## src/rtl/aes_round_seq.sv

```systemverilog
// AES-128 decryption round sequencer: orders the datapath steps
// (AddRoundKey, InvShiftRows, InvSubBytes, InvMixColumns per column)
// for one decryption after the key schedule has settled.
//
// Ports:
//   CLK, RESET (sync, active-high)
//   AES_START  level request; AES_DONE held until it drops
//   BUSY       high in all states except WAIT and DONE
//   OP_SEL     0 none, 1 ARK, 2 ISR, 3 ISB, 4 IMC
//   STATE_LD   load datapath result into state register
//   SRC_MSG    ARK input from AES_MSG_ENC instead of state
//   RK_IDX     round-key index 0..10
//   COL_SEL    InvMixColumns column
//   ROUND      inner-loop round 1..9, else 0
//   OUT_LD     latch final ARK result into AES_MSG_DEC
//   ABORT      only with `define AES_SEQ_ABORT_EN
module aes_round_seq #(
  parameter int KEYEXP_CYCLES = 10
) (
  input  logic       CLK,
  input  logic       RESET,
  input  logic       AES_START,
`ifdef AES_SEQ_ABORT_EN
  input  logic       ABORT,
`endif
  output logic       AES_DONE,
  output logic       BUSY,
  output logic [2:0] OP_SEL,
  output logic       STATE_LD,
  output logic       SRC_MSG,
  output logic [3:0] RK_IDX,
  output logic [1:0] COL_SEL,
  output logic [3:0] ROUND,
  output logic       OUT_LD
);

  typedef enum logic [3:0] {
    S_WAIT   = 4'd0,
    S_KEYEXP = 4'd1,
    S_INIT   = 4'd2,
    S_L_ISR  = 4'd3,
    S_L_ISB  = 4'd4,
    S_L_ARK  = 4'd5,
    S_L_IMC  = 4'd6,
    S_F_ISR  = 4'd7,
    S_F_ISB  = 4'd8,
    S_F_ARK  = 4'd9,
    S_DONE   = 4'd10
  } state_t;

  localparam logic [2:0] OP_NONE = 3'd0;
  localparam logic [2:0] OP_ARK  = 3'd1;
  localparam logic [2:0] OP_ISR  = 3'd2;
  localparam logic [2:0] OP_ISB  = 3'd3;
  localparam logic [2:0] OP_IMC  = 3'd4;

  localparam logic [3:0] KX_LOAD = 4'(KEYEXP_CYCLES - 1);

  state_t     state_q, state_d;
  logic [3:0] cnt_q, cnt_d;
  logic [3:0] round_q, round_d;
  logic [1:0] col_q, col_d;

  always_ff @(posedge CLK) begin
    if (RESET) begin
      state_q <= S_WAIT;
      cnt_q   <= 4'd0;
      round_q <= 4'd0;
      col_q   <= 2'd0;
    end else begin
      state_q <= state_d;
      cnt_q   <= cnt_d;
      round_q <= round_d;
      col_q   <= col_d;
    end
  end

  assign ROUND = round_q;

  always_comb begin
    state_d  = state_q;
    cnt_d    = cnt_q;
    round_d  = round_q;
    col_d    = 2'd0;
    AES_DONE = 1'b0;
    BUSY     = 1'b0;
    OP_SEL   = OP_NONE;
    STATE_LD = 1'b0;
    SRC_MSG  = 1'b0;
    RK_IDX   = 4'd0;
    COL_SEL  = 2'd0;
    OUT_LD   = 1'b0;
    unique case (state_q)
      S_WAIT: begin
        if (AES_START) begin
          state_d = S_KEYEXP;
          cnt_d   = KX_LOAD;
        end
      end
      S_KEYEXP: begin
        BUSY = 1'b1;
        if (cnt_q == 4'd0) begin
          state_d = S_INIT;
        end else begin
          cnt_d = cnt_q - 4'd1;
        end
      end
      S_INIT: begin
        BUSY     = 1'b1;
        OP_SEL   = OP_ARK;
        SRC_MSG  = 1'b1;
        RK_IDX   = 4'd10;
        STATE_LD = 1'b1;
        round_d  = 4'd1;
        state_d  = S_L_ISR;
      end
      S_L_ISR: begin
        BUSY     = 1'b1;
        OP_SEL   = OP_ISR;
        STATE_LD = 1'b1;
        state_d  = S_L_ISB;
      end
      S_L_ISB: begin
        BUSY     = 1'b1;
        OP_SEL   = OP_ISB;
        STATE_LD = 1'b1;
        state_d  = S_L_ARK;
      end
      S_L_ARK: begin
        BUSY     = 1'b1;
        OP_SEL   = OP_ARK;
        RK_IDX   = 4'd10 - round_q;
        STATE_LD = 1'b1;
        state_d  = S_L_IMC;
      end
      S_L_IMC: begin
        BUSY     = 1'b1;
        OP_SEL   = OP_IMC;
        COL_SEL  = col_q;
        STATE_LD = 1'b1;
        if (col_q == 2'd3) begin
          if (round_q == 4'd9) begin
            round_d = 4'd0;
            state_d = S_F_ISR;
          end else begin
            round_d = round_q + 4'd1;
            state_d = S_L_ISR;
          end
        end else begin
          col_d = col_q + 2'd1;
        end
      end
      S_F_ISR: begin
        BUSY     = 1'b1;
        OP_SEL   = OP_ISR;
        STATE_LD = 1'b1;
        state_d  = S_F_ISB;
      end
      S_F_ISB: begin
        BUSY     = 1'b1;
        OP_SEL   = OP_ISB;
        STATE_LD = 1'b1;
        state_d  = S_F_ARK;
      end
      S_F_ARK: begin
        BUSY     = 1'b1;
        OP_SEL   = OP_ARK;
        STATE_LD = 1'b1;
        OUT_LD   = 1'b1;
        state_d  = S_DONE;
      end
      S_DONE: begin
        AES_DONE = 1'b1;
        if (!AES_START) begin
          state_d = S_WAIT;
        end
      end
      default: begin
        state_d = S_WAIT;
        cnt_d   = 4'd0;
        round_d = 4'd0;
      end
    endcase
`ifdef AES_SEQ_ABORT_EN
    if (ABORT && (state_q != S_WAIT)) begin
      state_d = S_WAIT;
      cnt_d   = 4'd0;
      round_d = 4'd0;
      col_d   = 2'd0;
    end
`endif
  end

endmodule
```

## config.mk

```make
export PLATFORM = sky130hd
export DESIGN_NAME = aes_round_seq
export DESIGN_NICKNAME = d
export VERILOG_FILES = /design/src/rtl/aes_round_seq.sv
export SDC_FILE = /design/constraint.sdc
export NUM_CORES = 1
export LEC_CHECK = 0
export ABC_CLOCK_PERIOD_IN_PS = 2900
export BUFFER_PORTS_ARGS = -buffer_cell sky130_fd_sc_hd__buf_4
export CAP_MARGIN = 10
export CORE_MARGIN = 3
export CORE_UTILIZATION = 25
export CTS_BUF_LIST = sky130_fd_sc_hd__clkbuf_2 sky130_fd_sc_hd__clkbuf_4 sky130_fd_sc_hd__clkbuf_8
export CTS_CLUSTER_SIZE = 20
export DETAILED_ROUTE_END_ITERATION = 10
export GPL_ROUTABILITY_DRIVEN = 0
export SYNTH_ARGS = -nofsm -noshare
export SYNTH_HDL_FRONTEND = slang
export SYNTH_SLANG_ARGS = --single-unit
```

## constraint.sdc

```tcl
create_clock -name CLK -period 2.9 [get_ports CLK]
set_input_delay 0.145 -clock CLK [delete_from_list [all_inputs] [get_ports CLK]]
set_output_delay 0.145 -clock CLK [all_outputs]
set_load 0.01 [all_outputs]
```

==> flow_summary.json, run 1 <==
{
  "most_repeated_cell_in_the_gate_level_netlist_after_synthesis": "sky130_fd_sc_hd__dfxtp_1",
  "yosysWarnings": 0,
  "worst-path-max-fanout": 20,
  "cts_tree": "yes",
  "worst_setup_path_start_kind": "register",
  "synth_sequential_area_ratio": 0.259,
  "floorplan.io_pins": 21,
  "synth_common_cells": "sky130_fd_sc_hd__dfxtp_1, sky130_fd_sc_hd__nor2_1, sky130_fd_sc_hd__o21ai_0",
  "clock-root-buffer": "sky130_fd_sc_hd__clkbuf_8",
  "dp_cells": 195,
  "post_synth_instance_area_sq_um": 1080,
  "final-max-slew-violation-count": 0,
  "required_ps": 2760,
  "setup-violations-final": 0,
  "cts_hold_buf": 0,
  "regToRegStartpoint": "state_q[2]",
  "num_vias": 991,
  "core_region_area_sq_um": 4090,
  "number_of_drc_violations_after_detailed_routing": 0,
  "leakage_nw": 0.503,
  "outcome": "finished clean",
  "post_drt_wl_per_cell_um": 12.0,
  "n_fill_cell": 455,
  "hold-path-endpoint": "ROUND[3]",
  "ys.flop_type": "sky130_fd_sc_hd__dfxtp_1",
  "synth-seq-cells": 14,
  "worst_setup_hold_path_clk_slew_ps": 60,
  "yosys_top_cell_area_share": 0.259,
  "reg2regPathDepth": 3,
  "globalRouteTotalUtil": 0.100,
  "post_synth_main_area_contributors": "sky130_fd_sc_hd__dfxtp_1, sky130_fd_sc_hd__ha_1, sky130_fd_sc_hd__o21ai_0",
  "placement.io_buffers": 20,
  "worst_ep_arrival_time_ps": 1910,
  "power.ir.vdd_worst_uv": 165,
  "multiInputGateArea_sq_um": 714,
  "finish.cell_count_without_fillers": 199,
  "timing.setup.critical_path_class": "reg2out",
  "worstHoldPathCells": 2,
  "synth_enable_flop_cells": 0,
  "rows": 23,
  "final_hpwl_from_detailed_placement_um": 1670,
  "clock_insertion_delay_at_the_later_pin_of_the_skew_report_ps": 250,
  "synthDistinctLibCells": 44,
  "hold_sp": "RESET",
  "syn-mean-instance-area_sq_um": 8.03,
  "peak_freq_mhz": 486,
  "layout.nets": 159,
  "switching_power_uw": 378,
  "htree_levels": 1,
  "grt.overflow.total": 0,
  "cellInternalPower_uw": 575,
  "synth_async_sr_flop_share": 0,
  "pin_count_of_the_biggest_net_entering_global_routing": 23,
  "finalInstanceArea_sq_um": 1290,
  "fp.dieArea_sq_um": 5160,
  "fin_crit_sh": 0.710,
  "power_frac_clock": 0.204,
  "unrepaired_setup_endpoints_after_global_routing": "false",
  "post_synthesis_cells": 135,
  "pwr-share-seq": 0.342,
  "worst_clock_skew_ps": 0.964,
  "drtIter0Drc": 77,
  "postPlaceCellArea_sq_um": 1240,
  "first_global_vias": 918,
  "die_height_um": 71.8,
  "dr.pass1.iters": 4,
  "remaining_antenna_violation_count": 0,
  "fin_tns_setup_ps": 0,
  "cellPowerDensity_nw_per_um2": 737,
  "drive_above_1_share": 0.208,
  "ctsLongestPathBuffers": 2,
  "seq_area_sq_um": 280,
  "r2r_setup_slack_ps": 920,
  "start_util": 0.265,
  "cts.sink_count": 14,
  "worst_hold_path_type": "in2reg",
  "vias_per_cell": 4.98,
  "power_frac_comb": 0.453,
  "max-slew-margin-rel": 0.572,
  "area_growth_syn_to_layout_pct": 19.3,
  "tritoncts.num_buffers": 3,
  "routed_wl_um": 2400,
  "cts_resized": 0,
  "netSwitchingFraction": 0.397,
  "horizontal_extent_of_the_die_um": 71.8,
  "grt_antenna_before_repair": 0,
  "antenna_cells": 0,
  "rr_endpoint": "ROUND[1]",
  "global_route_wire_length_before_repair_um": 4200,
  "syn_nets": 144,
  "post_cts_repair_setup_buffers": 0,
  "worst_slew_pin_slew_ps": 642,
  "cap_viol_max_count": 0,
  "final.min_clock_period_ps": 2060,
  "finalHoldViolations": 0,
  "endpoint_kind": "primary output",
  "synthDominantAreaCellType": "sky130_fd_sc_hd__dfxtp_1"
}
[cells in the final DEF, fill, tap and decap left out, types with 5 or more instances in the layout]
cell,count
sky130_fd_sc_hd__nor2_1,10
sky130_fd_sc_hd__a21oi_1,9
sky130_fd_sc_hd__dfxtp_1,14
sky130_fd_sc_hd__buf_4,20
sky130_fd_sc_hd__inv_1,8
sky130_fd_sc_hd__nand2b_1,5
sky130_fd_sc_hd__ha_1,6
sky130_fd_sc_hd__nor3_1,7
sky130_fd_sc_hd__nor3b_1,5
sky130_fd_sc_hd__o21ai_0,10
[critical path, cell delays in order (launching register included)]
cell and delay (ps):
sky130_fd_sc_hd__dfxtp_1 720, sky130_fd_sc_hd__nand4bb_1 430, sky130_fd_sc_hd__inv_1 240, sky130_fd_sc_hd__and2_1 160
sky130_fd_sc_hd__buf_4 120
[flip-flops by register name (all words and copies together) (netlist names)]
register	count
state_q	4
cnt_q	4
ROUND	4
col_q	2
[cell type report]
type                            count  share of cell area
Tap cell                           50              0.0484
Sequential cell                    14               0.217
Inverter                            8              0.0232
Multi-Input combinational cell    103               0.553
Clock buffer                        4              0.0426
Timing Repair Buffer               20               0.116
[routing by layer]
layer / part of all wire / GRT usage / up-vias
li1: - / - / 520
met1: 0.52 / 0.139 / 446
met2: 0.43 / 0.151 / 22
met3: 0.032 / 0.0140 / 3
met4: 0.014 / 0.0501 / 0
met5: 0 / 0 / -
[power groups by stage]
stage / combinational [mW] / sequential, mW / clock [mW]
after CTS: 0.432 / 0.325 / 0.200
after detailed placement: 0.428 / 0.329 / 0
final: 0.432 / 0.326 / 0.195
after global placement: 0.431 / 0.328 / 0
after floorplan: 0.382 / 0.269 / 0
after global routing: 0.490 / 0.339 / 0.206
[logic make-up after synthesis]
group,share of synthesized area
buffers and inverters,0.0820
flip-flops,0.259
AO/OA/AOI/OAI,0.233
adder cells (fa/ha/maj),0.0693
AND/OR/NAND/NOR,0.331
multiplexers,0.00924
XOR/XNOR,0.0162
[worst max-delay path by stage]
stage	from	to	slack, ps
global placement	state_q[1]	ROUND[1]	980
detailed placement	state_q[1]	ROUND[2]	940
CTS	state_q[1]	COL_SEL[0]	860
floorplan	state_q[2]	RK_IDX[3]	1340
global route	state_q[1]	COL_SEL[0]	630
finish	state_q[2]	COL_SEL[0]	840
[stage by stage]
step | util | worst slack, ps | hold WS [ps] | power [mW]
finish | 0.316 | 842 | 177 | 0.953
CTS | 0.316 | 859 | 171 | 0.957
floorplan | - | 1340 | 222 | 0.651
global route | 0.316 | 629 | 191 | 1.04
detailed placement | 0.303 | 937 | 439 | 0.757
global placement | 0.303 | 982 | 437 | 0.759
No activity file was read; power rests on OpenSTA's default activity.
==> run 2, diff against run 1 <==
--- a/config.mk
+++ b/config.mk
@@ -5,7 +5,7 @@
 export SDC_FILE = /design/constraint.sdc
 export NUM_CORES = 1
 export LEC_CHECK = 0
-export ABC_CLOCK_PERIOD_IN_PS = 2900
+export ABC_CLOCK_PERIOD_IN_PS = 1700
 export BUFFER_PORTS_ARGS = -buffer_cell sky130_fd_sc_hd__buf_4
 export CAP_MARGIN = 10
 export CORE_MARGIN = 3
==> constraint.sdc (replaced) <==
create_clock -name CLK -period 1.7 [get_ports CLK]
set_input_delay 0.085 -clock CLK [delete_from_list [all_inputs] [get_ports CLK]]
set_output_delay 0.085 -clock CLK [all_outputs]
set_load 0.01 [all_outputs]
==> flow_summary.json, run 2 (synthesis gave the netlist of run 1 again) <==
{
  "cp_slowest_cell": "sky130_fd_sc_hd__or4_1",
  "number_of_drc_violations_after_detailed_routing": 0,
  "final_hpwl_from_detailed_placement_um": 1960,
  "pin_count_of_the_biggest_net_entering_global_routing": 15,
  "tritoncts.num_buffers": 3,
  "worst-path-max-fanout": 11,
  "die_height_um": 71.8,
  "htree_levels": 1,
  "crit_path_cell_trace": "buf_4, or4_1, o21ai_0, buf_4",
  "n_fill_cell": 444,
  "worst_slew_pin_slew_ps": 365,
  "clock-root-buffer": "sky130_fd_sc_hd__clkbuf_8",
  "hold-worst-slack_ps": 119,
  "rr_endpoint": "cnt_q[2]",
  "layout.nets": 176,
  "multiInputGateArea_sq_um": 734,
  "final.min_clock_period_ps": 1600,
  "start_util": 0.265,
  "cts.sink_count": 14,
  "mostFrequentLayoutCells": "sky130_fd_sc_hd__buf_4, sky130_fd_sc_hd__dfxtp_1, sky130_fd_sc_hd__nor2_1, sky130_fd_sc_hd__a21oi_1, sky130_fd_sc_hd__o21ai_0",
  "cellPowerDensity_nw_per_um2": 1210,
  "unrepaired_setup_endpoints_after_global_routing": "false",
  "antenna_cells": 0,
  "endpoint_kind": "primary output",
  "r2r_setup_slack_ps": 150,
  "area_growth_syn_to_layout_pct": 33.3,
  "global_route_wire_length_before_repair_um": 4370,
  "setup-violations-final": 0,
  "ctsLongestPathBuffers": 2,
  "placement.io_buffers": 20,
  "grt.overflow.total": 0,
  "cts_tree": "yes",
  "horizontal_extent_of_the_die_um": 71.8,
  "power.ir.vdd_worst_uv": 307,
  "worst_setup_path_endpoint": "OP_SEL[1]",
  "worst_hold_path_type": "in2reg",
  "globalRouteTotalUtil": 0.104,
  "layout.cells.most_common": "sky130_fd_sc_hd__buf_4",
  "finalHoldViolations": 0,
  "drtIter0Drc": 45,
  "fp.dieArea_sq_um": 5160,
  "worst_clock_skew_ps": 4.87,
  "timing.setup.critical_path_class": "reg2out",
  "regToRegStartpoint": "state_q[0]",
  "place_worst_setup_slack_ps": 62.0,
  "drive_above_1_share": 0.327,
  "outcome": "finished clean",
  "layout_setup_ws_ps": 97.0,
  "worst_setup_hold_path_clk_slew_ps": 60,
  "peak_freq_mhz": 624,
  "fin_total_pwr_mw": 1.74,
  "post_drt_wl_per_cell_um": 12.4,
  "worst_ep_arrival_time_ps": 1520,
  "routed_wl_um": 2660,
  "worst_setup_path_start_kind": "register",
  "num_vias": 1072,
  "max-slew-margin-rel": 0.755,
  "finish.cell_count_without_fillers": 215,
  "core_region_area_sq_um": 4090,
  "floorplan.io_pins": 21,
  "dr.pass1.iters": 4,
  "grt_antenna_before_repair": 0,
  "fin_util": 0.353,
  "reg2regPathDepth": 5,
  "final-max-slew-violation-count": 0,
  "leakage_nw": 0.599,
  "cap_viol_max_count": 0,
  "cts_hold_buf": 0,
  "critical-path-top-cell-by-count": "sky130_fd_sc_hd__buf_4",
  "finalInstanceArea_sq_um": 1440,
  "remaining_antenna_violation_count": 0,
  "vias_per_cell": 4.99,
  "first_global_vias": 968,
  "rows": 23,
  "fin_crit_sh": 0.943,
  "fin_tns_setup_ps": 0,
  "required_ps": 1620,
  "critPathMaxStageDelay_ps": 490,
  "postPlaceCellArea_sq_um": 1370,
  "clock_insertion_delay_at_the_later_pin_of_the_skew_report_ps": 250,
  "dp_cells": 212,
  "seq_area_sq_um": 290,
  "worstSetupStartpoint": "state_q[1]"
}
==> run 2: cell types whose count changed in the layout (fill, tap and decap cells not counted), sizes merged <==
cell | before | now
buf | 20 | 37
clkbuf | 4 | 3
==> run 2: worst min-delay path by stage <==
stage                       to  startpoint  cells after the start
floorplan             col_q[0]       RESET                      1
detailed placement    ROUND[1]       RESET                      2
global placement      ROUND[1]       RESET                      2
global route        state_q[3]       RESET                      2
CTS                 state_q[2]       RESET                      2
finish              state_q[2]       RESET                      2
==> run 2: power by group <==
group,internal (mW),switching (mW),total [mW]
Sequential,0.403,0.0991,0.502
Clock,0.157,0.127,0.284
Combinational,0.502,0.455,0.957
==> run 2: what timing repair did <==
item | in CTS | in global routing
buffers inserted | 0 | 0
endpoints found under the setup margin | 6 | 10
pin swaps | 0 | 0
gates resized for setup | 5 | 8
==> run 2: metal layers <==
layer	vias to the layer above	part of all wire	track usage	wire length, um
met4	0	0.013	0.0543	34
met3	4	0.025	0.0126	66
met1	494	0.52	0.149	1390
li1	555	-	-	-
met2	19	0.44	0.152	1170
met5	-	0	0	0
==> run 2: cell type report <==
type | instances | share of cell area
Sequential cell | 14 | 0.201
Multi-Input combinational cell | 103 | 0.509
Inverter | 8 | 0.0208
Tap cell | 50 | 0.0433
Clock buffer | 3 | 0.0286
Timing Repair Buffer | 37 | 0.198
==> run 2: critical path, delay by kind of cell, from the launching register on <==
family	cells	cell delay, ps
AO/OA/AOI/OAI	1	80
buffers and inverters	2	320
flip-flops	1	370
AND/OR/NAND/NOR	1	490
==> run 3, diff against run 2 <==
--- a/config.mk
+++ b/config.mk
@@ -13,7 +13,8 @@
 export CTS_BUF_LIST = sky130_fd_sc_hd__clkbuf_2 sky130_fd_sc_hd__clkbuf_4 sky130_fd_sc_hd__clkbuf_8
 export CTS_CLUSTER_SIZE = 20
 export DETAILED_ROUTE_END_ITERATION = 10
-export GPL_ROUTABILITY_DRIVEN = 0
+export GPL_ROUTABILITY_DRIVEN = 1
+export SETUP_SLACK_MARGIN = 0.3
 export SYNTH_ARGS = -nofsm -noshare
 export SYNTH_HDL_FRONTEND = slang
 export SYNTH_SLANG_ARGS = --single-unit
==> flow_summary.json, run 3 (synthesis gave the netlist of run 1 again) <==
{
  "power.ir.vdd_worst_uv": 581,
  "n_fill_cell": 381,
  "critPathMaxStageDelay_ps": 500,
  "dp_cells": 207,
  "max-slew-margin-rel": 0.777,
  "final_hpwl_from_detailed_placement_um": 1900,
  "pwr-share-seq": 0.233,
  "cts_hold_buf": 0,
  "cts_tree": "yes",
  "num_vias": 1230,
  "global_route_wire_length_before_repair_um": 5330,
  "drive_above_1_share": 0.625,
  "grt_antenna_before_repair": 0,
  "postPlaceCellArea_sq_um": 1350,
  "clock_insertion_delay_at_the_later_pin_of_the_skew_report_ps": 240,
  "area_growth_syn_to_layout_pct": 77.6,
  "fp.dieArea_sq_um": 5160,
  "final-max-slew-violation-count": 0,
  "mostFrequentLayoutCells": "sky130_fd_sc_hd__buf_4, sky130_fd_sc_hd__buf_6, sky130_fd_sc_hd__nor2_1, sky130_fd_sc_hd__dfxtp_4, sky130_fd_sc_hd__dfxtp_1",
  "remaining_antenna_violation_count": 0,
  "dr.pass1.iters": 3,
  "worst_setup_hold_path_clk_slew_ps": 60,
  "fin_crit_sh": 0.913,
  "cts.sink_count": 14,
  "tritoncts.num_buffers": 3,
  "required_ps": 1620,
  "worstHoldPathCells": 2,
  "worst_setup_path_start_kind": "register",
  "vias_per_cell": 5.08,
  "antenna_cells": 0,
  "netSwitchingFraction": 0.384,
  "switching_power_uw": 873,
  "htree_levels": 1,
  "cp_top_family": "simple AND/OR/NAND/NOR gates",
  "horizontal_extent_of_the_die_um": 71.8,
  "outcome": "finished clean",
  "hold_sp": "RESET",
  "floorplan.io_pins": 21,
  "crit_path_cell_trace": "buf_6, or4_1, o21ai_1, buf_4",
  "cp_slowest_cell": "sky130_fd_sc_hd__or4_1",
  "number_of_drc_violations_after_detailed_routing": 0,
  "reg2regPathDepth": 5,
  "rows": 23,
  "final.min_clock_period_ps": 1550,
  "leakage_nw": 0.815,
  "first_global_vias": 1171,
  "finalInstanceArea_sq_um": 1920,
  "power_frac_clock": 0.143,
  "die_height_um": 71.8,
  "cap_viol_max_count": 0,
  "regToRegStartpoint": "state_q[0]",
  "rr_endpoint": "ROUND[1]",
  "cellPowerDensity_nw_per_um2": 1180,
  "worst_hold_path_type": "in2reg",
  "r2r_setup_slack_ps": 150,
  "finish.cell_count_without_fillers": 242,
  "hold-path-endpoint": "ROUND[1]",
  "worst-path-max-fanout": 6,
  "routed_wl_um": 3480,
  "post_drt_wl_per_cell_um": 14.4,
  "unrepaired_setup_endpoints_after_global_routing": "true",
  "ctsLongestPathBuffers": 2,
  "power_frac_comb": 0.624,
  "globalRouteTotalUtil": 0.128,
  "grt.overflow.total": 0,
  "peak_freq_mhz": 644,
  "core_region_area_sq_um": 4090,
  "timing.critical_path.buf_inv": 2,
  "drtIter0Drc": 37,
  "worst_ep_arrival_time_ps": 1470,
  "finalHoldViolations": 0,
  "placement.io_buffers": 20,
  "endpoint_kind": "primary output",
  "fin_tns_setup_ps": 0,
  "layout.nets": 202,
  "timing.setup.critical_path_class": "reg2out",
  "worst_slew_pin_slew_ps": 334,
  "cellInternalPower_mw": 1.40,
  "layout.cells.most_common": "sky130_fd_sc_hd__buf_4",
  "pin_count_of_the_biggest_net_entering_global_routing": 15,
  "clock-root-buffer": "sky130_fd_sc_hd__clkbuf_8",
  "setup-violations-final": 0,
  "start_util": 0.265,
  "finalWeightedCongestion": 0.778,
  "worst_clock_skew_ps": 2.32
}
==> run 3: cell types whose count changed in the layout (fill, tap and decap cells not counted), sizes merged <==
cell,before,now
buf,37,63
clkbuf,3,4
==> run 3: how the worst max path moves through the flow <==
stage | from | cells after the start | slack, ps | end
after floorplan | state_q[3] | 5 | 230 | state_q[3]
after global placement | state_q[3] | 5 | 70 | cnt_q[2]
after detailed placement | state_q[3] | 5 | 90 | state_q[3]
after CTS | state_q[2] | 4 | 160 | OP_SEL[1]
after global routing | state_q[3] | 7 | 80 | ROUND[0]
final | state_q[2] | 4 | 150 | OP_SEL[1]
==> run 3: power by group through the flow <==
| stage | Clock (mW) | Sequential [mW] | Combinational (mW) |
|---|---|---|---|
| 6_report | 0.325 | 0.530 | 1.42 |
| 5_1_grt | 0.345 | 0.544 | 1.55 |
| 4_1_cts | 0.336 | 0.518 | 1.31 |
| 3_5_place_dp | 0 | 0.515 | 0.875 |
| 3_3_place_gp | 0 | 0.512 | 0.880 |
| 2_1_floorplan | 0 | 0.461 | 0.677 |
==> run 3: repair_timing <==
item                       4_1_cts  5_1_grt
pin swaps                       20       12
setup endpoints to repair       25       26
gates resized for setup         50       31
gates cloned                     1        0
setup buffers                   21        9
==> run 3: final cells by class <==
type                            instances  area [sq um]  share of cell area
Timing Repair Buffer                   63           561               0.291
Inverter                                8          32.5              0.0169
Multi-Input combinational cell        103           908               0.472
Tap cell                               50          62.6              0.0325
Clock buffer                            4          55.1              0.0286
Sequential cell                        14           305               0.159
==> run 3: per-stage QoR <==
stage	hold slack, ps	total power [mW]	setup slack, ps	util
2_1_floorplan	162	1.14	226	-
3_3_place_gp	371	1.39	70.0	0.331
3_5_place_dp	377	1.39	95.0	0.331
4_1_cts	113	2.16	160	0.431
5_1_grt	134	2.43	81.3	0.471
6_report	124	2.27	147	0.471
==> run 3: metal layers <==
metal | GRT usage | share of wire
met4 | 0.0292 | 0.010
met2 | 0.237 | 0.55
met1 | 0.144 | 0.41
met5 | 0 | 0
met3 | 0.0337 | 0.030
